--- config.mk ---
export PLATFORM = sky130hd
export DESIGN_NAME = mem_arbiter
export DESIGN_NICKNAME = d
export VERILOG_FILES = /design/src/rtl/mem_arbiter.sv
export SDC_FILE = /design/constraint.sdc
export NUM_CORES = 1
export LEC_CHECK = 0
export CORE_AREA = 3 3 107 150
export DETAILED_ROUTE_END_ITERATION = 10
export DIE_AREA = 0 0 110 153
export PLACE_DENSITY = 0.8
export SLEW_MARGIN = 20
export SYNTH_ARGS = -nofsm -noshare
export SYNTH_HDL_FRONTEND = slang
export SYNTH_SLANG_ARGS = --single-unit
--- constraint.sdc ---
create_clock -name i_clk -period 2.2 [get_ports i_clk]
set_clock_uncertainty 0.1 [all_clocks]
set_input_delay 0.66 -clock i_clk [delete_from_list [all_inputs] [get_ports i_clk]]
set_output_delay 0.66 -clock i_clk [all_outputs]
set_load 0.03 [all_outputs]
--- src/rtl/mem_arbiter.sv ---
// Two-port (icache/dcache) arbiter onto a single external memory interface.
// One transaction in flight, round-robin on ties, watchdog turns a lost completion into an error.
module mem_arbiter #(
  parameter int unsigned TIMEOUT_CYCLES = 0
) (
  input  logic        i_clk,
  input  logic        i_rst,
  input  logic        i_p0_ren,
  input  logic        i_p0_wen,
  input  logic [31:0] i_p0_addr,
  input  logic [31:0] i_p0_wdata,
  output logic [31:0] o_p0_rdata,
  output logic        o_p0_valid,
  output logic        o_p0_ready,
  input  logic        i_p1_ren,
  input  logic        i_p1_wen,
  input  logic [31:0] i_p1_addr,
  input  logic [31:0] i_p1_wdata,
  output logic [31:0] o_p1_rdata,
  output logic        o_p1_valid,
  output logic        o_p1_ready,
  output logic        o_mem_ren,
  output logic        o_mem_wen,
  output logic [31:0] o_mem_addr,
  output logic [31:0] o_mem_wdata,
  input  logic [31:0] i_mem_rdata,
  input  logic        i_mem_valid,
  input  logic        i_mem_ready,
  output logic        o_timeout
);

  localparam bit WdEn = (TIMEOUT_CYCLES != 0);

  typedef enum logic [1:0] {StIdle, StIssue, StWait, StResp} state_e;

  state_e      state_q, state_d;
  logic        grant_q, grant_d;
  logic        last_grant_q, last_grant_d;
  logic        op_wen_q, op_wen_d;
  logic [31:0] addr_q, addr_d;
  logic [31:0] wdata_q, wdata_d;
  logic [31:0] p0_rdata_q, p0_rdata_d;
  logic [31:0] p1_rdata_q, p1_rdata_d;
  logic        p0_valid_q, p0_valid_d;
  logic        p1_valid_q, p1_valid_d;
  logic        p0_ready_q, p0_ready_d;
  logic        p1_ready_q, p1_ready_d;
  logic        mem_ren_q, mem_ren_d;
  logic        mem_wen_q, mem_wen_d;
  logic        timeout_q, timeout_d;
  logic [15:0] wd_cnt_q, wd_cnt_d;

  logic        p0_req, p1_req, pick, wd_fire;
  logic [16:0] wd_next;

  assign p0_req  = i_p0_ren | i_p0_wen;
  assign p1_req  = i_p1_ren | i_p1_wen;
  // On a tie the port that was not served last wins.
  assign pick    = (p0_req && p1_req) ? ~last_grant_q : p1_req;
  assign wd_next = {1'b0, wd_cnt_q} + 17'd1;
  assign wd_fire = WdEn && (32'(wd_next) >= TIMEOUT_CYCLES);

  always_comb begin
    state_d      = state_q;
    grant_d      = grant_q;
    last_grant_d = last_grant_q;
    op_wen_d     = op_wen_q;
    addr_d       = addr_q;
    wdata_d      = wdata_q;
    p0_rdata_d   = p0_rdata_q;
    p1_rdata_d   = p1_rdata_q;
    timeout_d    = timeout_q;
    wd_cnt_d     = wd_cnt_q;

    unique case (state_q)
      StIdle: begin
        if (p0_req || p1_req) begin
          grant_d  = pick;
          addr_d   = pick ? i_p1_addr : i_p0_addr;
          wdata_d  = pick ? i_p1_wdata : i_p0_wdata;
          op_wen_d = pick ? i_p1_wen : i_p0_wen;
          state_d  = StIssue;
        end
      end
      StIssue: begin
        if (i_mem_ready) begin
          wd_cnt_d = '0;
          state_d  = StWait;
        end
      end
      StWait: begin
        if (!(&wd_cnt_q)) wd_cnt_d = wd_next[15:0];
        if (i_mem_valid) begin
          state_d = StResp;
          if (!op_wen_q) begin
            if (grant_q) p1_rdata_d = i_mem_rdata;
            else         p0_rdata_d = i_mem_rdata;
          end
        end else if (wd_fire) begin
          state_d   = StResp;
          timeout_d = 1'b1;
          if (grant_q) p1_rdata_d = '0;
          else         p0_rdata_d = '0;
        end
      end
      StResp: begin
        last_grant_d = grant_q;
        state_d      = StIdle;
      end
      default: state_d = StIdle;
    endcase

    // Outputs are decoded from the next state so every port is driven straight from a flop.
    p0_ready_d = (state_d == StIdle);
    p1_ready_d = (state_d == StIdle);
    mem_ren_d  = (state_d == StIssue) && !op_wen_d;
    mem_wen_d  = (state_d == StIssue) && op_wen_d;
    p0_valid_d = (state_d == StResp) && !grant_d;
    p1_valid_d = (state_d == StResp) && grant_d;
  end

  always_ff @(posedge i_clk) begin
    if (i_rst) begin
      state_q      <= StIdle;
      grant_q      <= 1'b0;
      last_grant_q <= 1'b1;
      op_wen_q     <= 1'b0;
      addr_q       <= '0;
      wdata_q      <= '0;
      p0_rdata_q   <= '0;
      p1_rdata_q   <= '0;
      p0_valid_q   <= 1'b0;
      p1_valid_q   <= 1'b0;
      p0_ready_q   <= 1'b1;
      p1_ready_q   <= 1'b1;
      mem_ren_q    <= 1'b0;
      mem_wen_q    <= 1'b0;
      timeout_q    <= 1'b0;
      wd_cnt_q     <= '0;
    end else begin
      state_q      <= state_d;
      grant_q      <= grant_d;
      last_grant_q <= last_grant_d;
      op_wen_q     <= op_wen_d;
      addr_q       <= addr_d;
      wdata_q      <= wdata_d;
      p0_rdata_q   <= p0_rdata_d;
      p1_rdata_q   <= p1_rdata_d;
      p0_valid_q   <= p0_valid_d;
      p1_valid_q   <= p1_valid_d;
      p0_ready_q   <= p0_ready_d;
      p1_ready_q   <= p1_ready_d;
      mem_ren_q    <= mem_ren_d;
      mem_wen_q    <= mem_wen_d;
      timeout_q    <= timeout_d;
      wd_cnt_q     <= wd_cnt_d;
    end
  end

  assign o_p0_rdata  = p0_rdata_q;
  assign o_p0_valid  = p0_valid_q;
  assign o_p0_ready  = p0_ready_q;
  assign o_p1_rdata  = p1_rdata_q;
  assign o_p1_valid  = p1_valid_q;
  assign o_p1_ready  = p1_ready_q;
  assign o_mem_ren   = mem_ren_q;
  assign o_mem_wen   = mem_wen_q;
  assign o_mem_addr  = addr_q;
  assign o_mem_wdata = wdata_q;
  assign o_timeout   = timeout_q;

endmodule

Word level (Yosys, flattened, before mapping)

Cells that the tools add are included.

Flip-flop bits (word level): 138
Bits of input ports: 168
Output and inout bits: 135
Word-level logic and storage cells: 48

Equal/unequal tests: 5
Multiplexer cells: 12
Bitwise logic cells: 5
Reductions and logical operators: 13

Operators by type and width:

| operator           | count |
|---|---|
| $mux 32            | 2 |
| $pmux 2 s4         | 1 |
| $reduce_and 4->1   | 2 |
| $eq 2x2->1 const B | 3 |
| $mux 1             | 6 |
| $mux 2             | 3 |
| $logic_and 1x1->1  | 5 |
| $eq 2x1->1 const B | 2 |
| $logic_not 2->1    | 2 |
| $not 1->1          | 3 |
| $logic_not 1->1    | 2 |
| $or 1x1->1         | 2 |
| $reduce_and 2->1   | 1 |
| $logic_or 1x1->1   | 1 |

Depth between registers and ports, before layout

Depth in word-level cells: 8
Gate-level depth with buffers: 6
Mapped depth without buffers: 3

Least setup slack after synthesis

No wires, ideal clock.

Kind: in2reg
Start point: in i_p0_wen
End point: reg wdata_q[15] (netlist: o_mem_wdata[15])
Library setup time: 0.133 ns
Data arrival time: 1.667 ns
Required time: 1.967 ns
Slack: 0.300 ns
Cell stages on the path: 5
Buffers on the path: 2
Cell sequence: or4_4 > buf_6 > buf_2 > a21oi_1 > a311oi_1

Longest elaborated chain between the ends: 4

RTL lines:

| element                | RTL line | RTL |
|---|---|---|
| start: declaration     | 9        | `input logic i_p0_wen,` |
| $or 1x1->1 (*)         | 56       | `assign p0_req = i_p0_ren \| i_p0_wen;` |
| $logic_and 1x1->1      | 59       | `assign pick = (p0_req && p1_req) ? ~last_grant_q : p1_req;` |
| $mux 1                 | 59       |  |
| $mux 32                | 80       | `wdata_d = pick ? i_p1_wdata : i_p0_wdata;` |
| end signal: assignment | 146      | `wdata_q <= wdata_d;` |
| end: declaration       | 41       | `logic [31:0] wdata_q, wdata_d;` |

Every way passes the cells marked *; elsewhere a longest branch is shown, timed or not.
A chain may end at the register's enable or synchronous reset.

Final worst setup path

Start point: reg wdata_q[23] (netlist: o_mem_wdata[23])
End point: out o_mem_wdata[23]

RTL lines:

| element          | RTL line | RTL |
|---|---|---|
| end: declaration | 25       | `output logic [31:0] o_mem_wdata,` |

No word-level cell between the ends.

==> metrics.txt <==
status completed; DIE HEIGHT 153 um; P_int roughly 0.005 W; vias per std cell 5.67; FFs w/ async S/R, synth 0%; Reg-to-Reg End o_mem_wdata[9]$_SDFFE_PP0P_; Yosys top cell by area dfxtp_1; nets 1,149; Post-DP HPWL 14,700 um; Least-Margin Pin Slew approximately 0.6 ns; Design Power 0.00736 W; fin crit share between 90 and 100%; fillers 1,262; # clock sinks ~140; CTS tree done; Clock Power Share 36.5%; Core ar. 14,900 sq um; vias in the first global route 6,403; flops & latches, synth 138; antenna violations before repair 0; Final ANT Viol Nets 0; worst path required time 1.44 ns; Routed Wire Length 21,400 um; Tot GR Track Use 24.5%; row count between 50 and 60; via count 6,730; fin cells 1,186; Netlist cell types 30; WL/cell around 18 um; Post-CTS Setup Inserts 0; Peak VDD IR around 0.00049 V; combinational share of power 25.3%; pre-CTS WS -0.214 ns; startpoint types flip-flop; number of diodes 0; Final min period 2.17 ns; setup TNS 0 ns; post-synth top area share 46.7%; post-route cell area a little under 10,000 sq um; Crit path max-delay family buffers and inverters; worst endpoint data arrival time 1.41 ns; Hold Vio Cnt, Final 0; net load switching power 0.00237 W; post-synthesis cell count 720; die width 110 um; R2R cell count 4; placed instance area 9270 sq um; maximum number of pins on one net before global-route repair 67; Max Root-Sink Buffers 2; final setup margin 0.0302 ns; critical path class reg2out; Post-Syn Area 5910 sq um; Placer Congestion 0.833; first-pass GRT wire length 33,100 um; clk_lat worst skew 0.40 ns; htree depth 4; final setup fails 0; Main synth FF type dfxtp_1; synth-to-layout area growth 66.9%; Worst Hold Endpoint o_p1_rdata[31]$_SDFFE_PP0P_; Rel. slew slack between 50% and 60%; Sw Ratio 32.2%; fraction of layout cells with a size suffix above 1 7.95%; post-synthesis sequential area ratio 46.7%; Pleak 4.41 nW; I/O Pins 303; IO Port Bufs 301; DR DRC count 0; Initial Utilization 39.6%; Hold Crit Depth 2; CTS buffer count 17; DRT iter0 DRCs ~550; Critical R2R Launch state_q[0]$_SDFF_PP0_; Crit. End Element primary output; fin. max-slew vios 0; flop2flop setup slack 0.47 ns; CP peak stage delay 0.68 ns; Post-Place Cells roughly 1,200; Post-synth EDFFs 0; Syn Nets around 890; die area 16,800 sq um; CTS Hold Bufs 0; CP Max Fanout 2; Post-Syn Area per Cell 8.21 sq um; ranking of synthesized cells by area dfxtp_1 (47%), a21oi_1 (11%), o21ai_0 (11%); slowest cell on the critical path clkdlybuf4s50_1; max-cap violation count 0; PwrDens around 750 nW/um^2; Min-Delay Path Class reg2reg; HP Start o_p1_rdata[31]$_SDFFE_PP0P_; root buffer cell clkbuf_16; router iterations before antenna repair 5; Peak Freq roughly 460 MHz; GRT overflow 0; register share of total power 38.2%; clock slew at reported path FFs 0.06 ns; crit path buf inv count 1; Syn. warnings 0; Post-CTS Resized 68; CP Cell Sequence clkdlybuf4s50_1
-- worst min-delay path: stages, from the launching register on --
cell	delay (ns)
dfxtp_1	0.30
o21ai_0	0.06
a21oi_1	0.06
-- per-stage QoR --
stage               utilization, %  hold slack (ns)
CTS                           65.3            0.374
global placement              62.1            0.360
global route                  66.1            0.389
detailed placement            62.1            0.365
floorplan                        -            0.388
finish                        66.1            0.370
-- area by class of cell --
| class | count | area, sq um | area share, % |
|---|---|---|---|
| timing repair buffer | 336 | 3530 | 35.7 |
| clock buffer | 17 | 425 | 4.31 |
| inverter | 2 | 7.51 | 0.0761 |
| clock inverter | 15 | 129 | 1.31 |
| sequential | 138 | 2760 | 28.0 |
| tap | 192 | 240 | 2.43 |
| multi-input combinational | 486 | 2780 | 28.1 |
-- sequential cells by signal, summed over array words and instances, names as in the netlist, 2 cells and up --
| name | flops |
|---|---|
| o_mem_addr | 32 |
| o_mem_wdata | 32 |
| state_q | 2 |
| o_p0_rdata | 32 |
| o_p1_rdata | 32 |
-- how the worst max path moves through the flow --
stage	startpoint	to	slack, ns	cells after the start
after global routing	o_p1_rdata[3]$_SDFFE_PP0P_	o_p1_rdata[3]	-0.001	1
final	o_mem_wdata[23]$_SDFFE_PP0P_	o_mem_wdata[23]	0.03	1
after floorplan	i_p0_wen	o_mem_wdata[15]$_SDFFE_PP0P_	0.30	5
after detailed placement	i_p1_ren	o_mem_addr[27]$_SDFFE_PP0P_	-0.21	6
after global placement	i_p1_ren	o_mem_wdata[6]$_SDFFE_PP0P_	-0.22	6
after CTS	o_p0_rdata[9]$_SDFFE_PP0P_	o_p0_rdata[9]	0.001	1
-- power groups by stage --
stage / clock network [W] / logic [W] / registers (W)
6_report: 0.00268 / 0.00186 / 0.00281
5_1_grt: 0.00283 / 0.00198 / 0.00284
4_1_cts: 0.00274 / 0.00187 / 0.00282
3_5_place_dp: 0 / 0.00197 / 0.00287
3_3_place_gp: 0 / 0.00195 / 0.00287
2_1_floorplan: 0 / 0.000624 / 0.00322
-- cell usage in the layout (no fill, tap or decap), types with 5 or more instances in the layout --
master / netlist / routed
inv_6: 0 / 6
nand3_1: 130 / 130
clkinvlp_4: 0 / 5
buf_4: 3 / 19
a311oi_1: 64 / 64
o21ai_0: 131 / 130
clkbuf_16: 0 / 17
dfxtp_1: 138 / 137
buf_12: 0 / 17
dlymetal6s2s_1: 0 / 50
dlygate4sd2_1: 0 / 68
a21oi_1: 132 / 132
clkdlybuf4s50_1: 0 / 182
-- cells in the mapped netlist, types with 2 or more instances --
master	number
dfxtp_1	138
a21oi_1	132
o21ai_0	131
nand3_1	130
a311oi_1	64
clkbuf_1	56
buf_2	33
nand2_1	4
buf_4	3
nor2_1	3
buf_6	2
inv_1	2
nand2b_1	2
nand3b_1	2
nor3_1	2
o211ai_1	2
-- cells by family (layout without fill, tap and decap cells) --
family                 count (synthesis)  after routing  synth area share (%)
AO/OA/AOI/OAI                        334            334                  32.7
flip-flops                           138            138                  46.7
other                                  1              1                0.0634
buffers and inverters                 96            370                  7.24
AND/OR/NAND/NOR                      151            151                  13.3
-- metal layers --
metal	track usage (%)	part of all wire, %	up-vias
met5	0	0	-
met2	40.9	51	321
met1	28.6	37	3130
met4	10.8	3.7	0
li1	-	-	3232
met3	6.97	8.4	47
No activity file was read; power rests on OpenSTA's default activity.
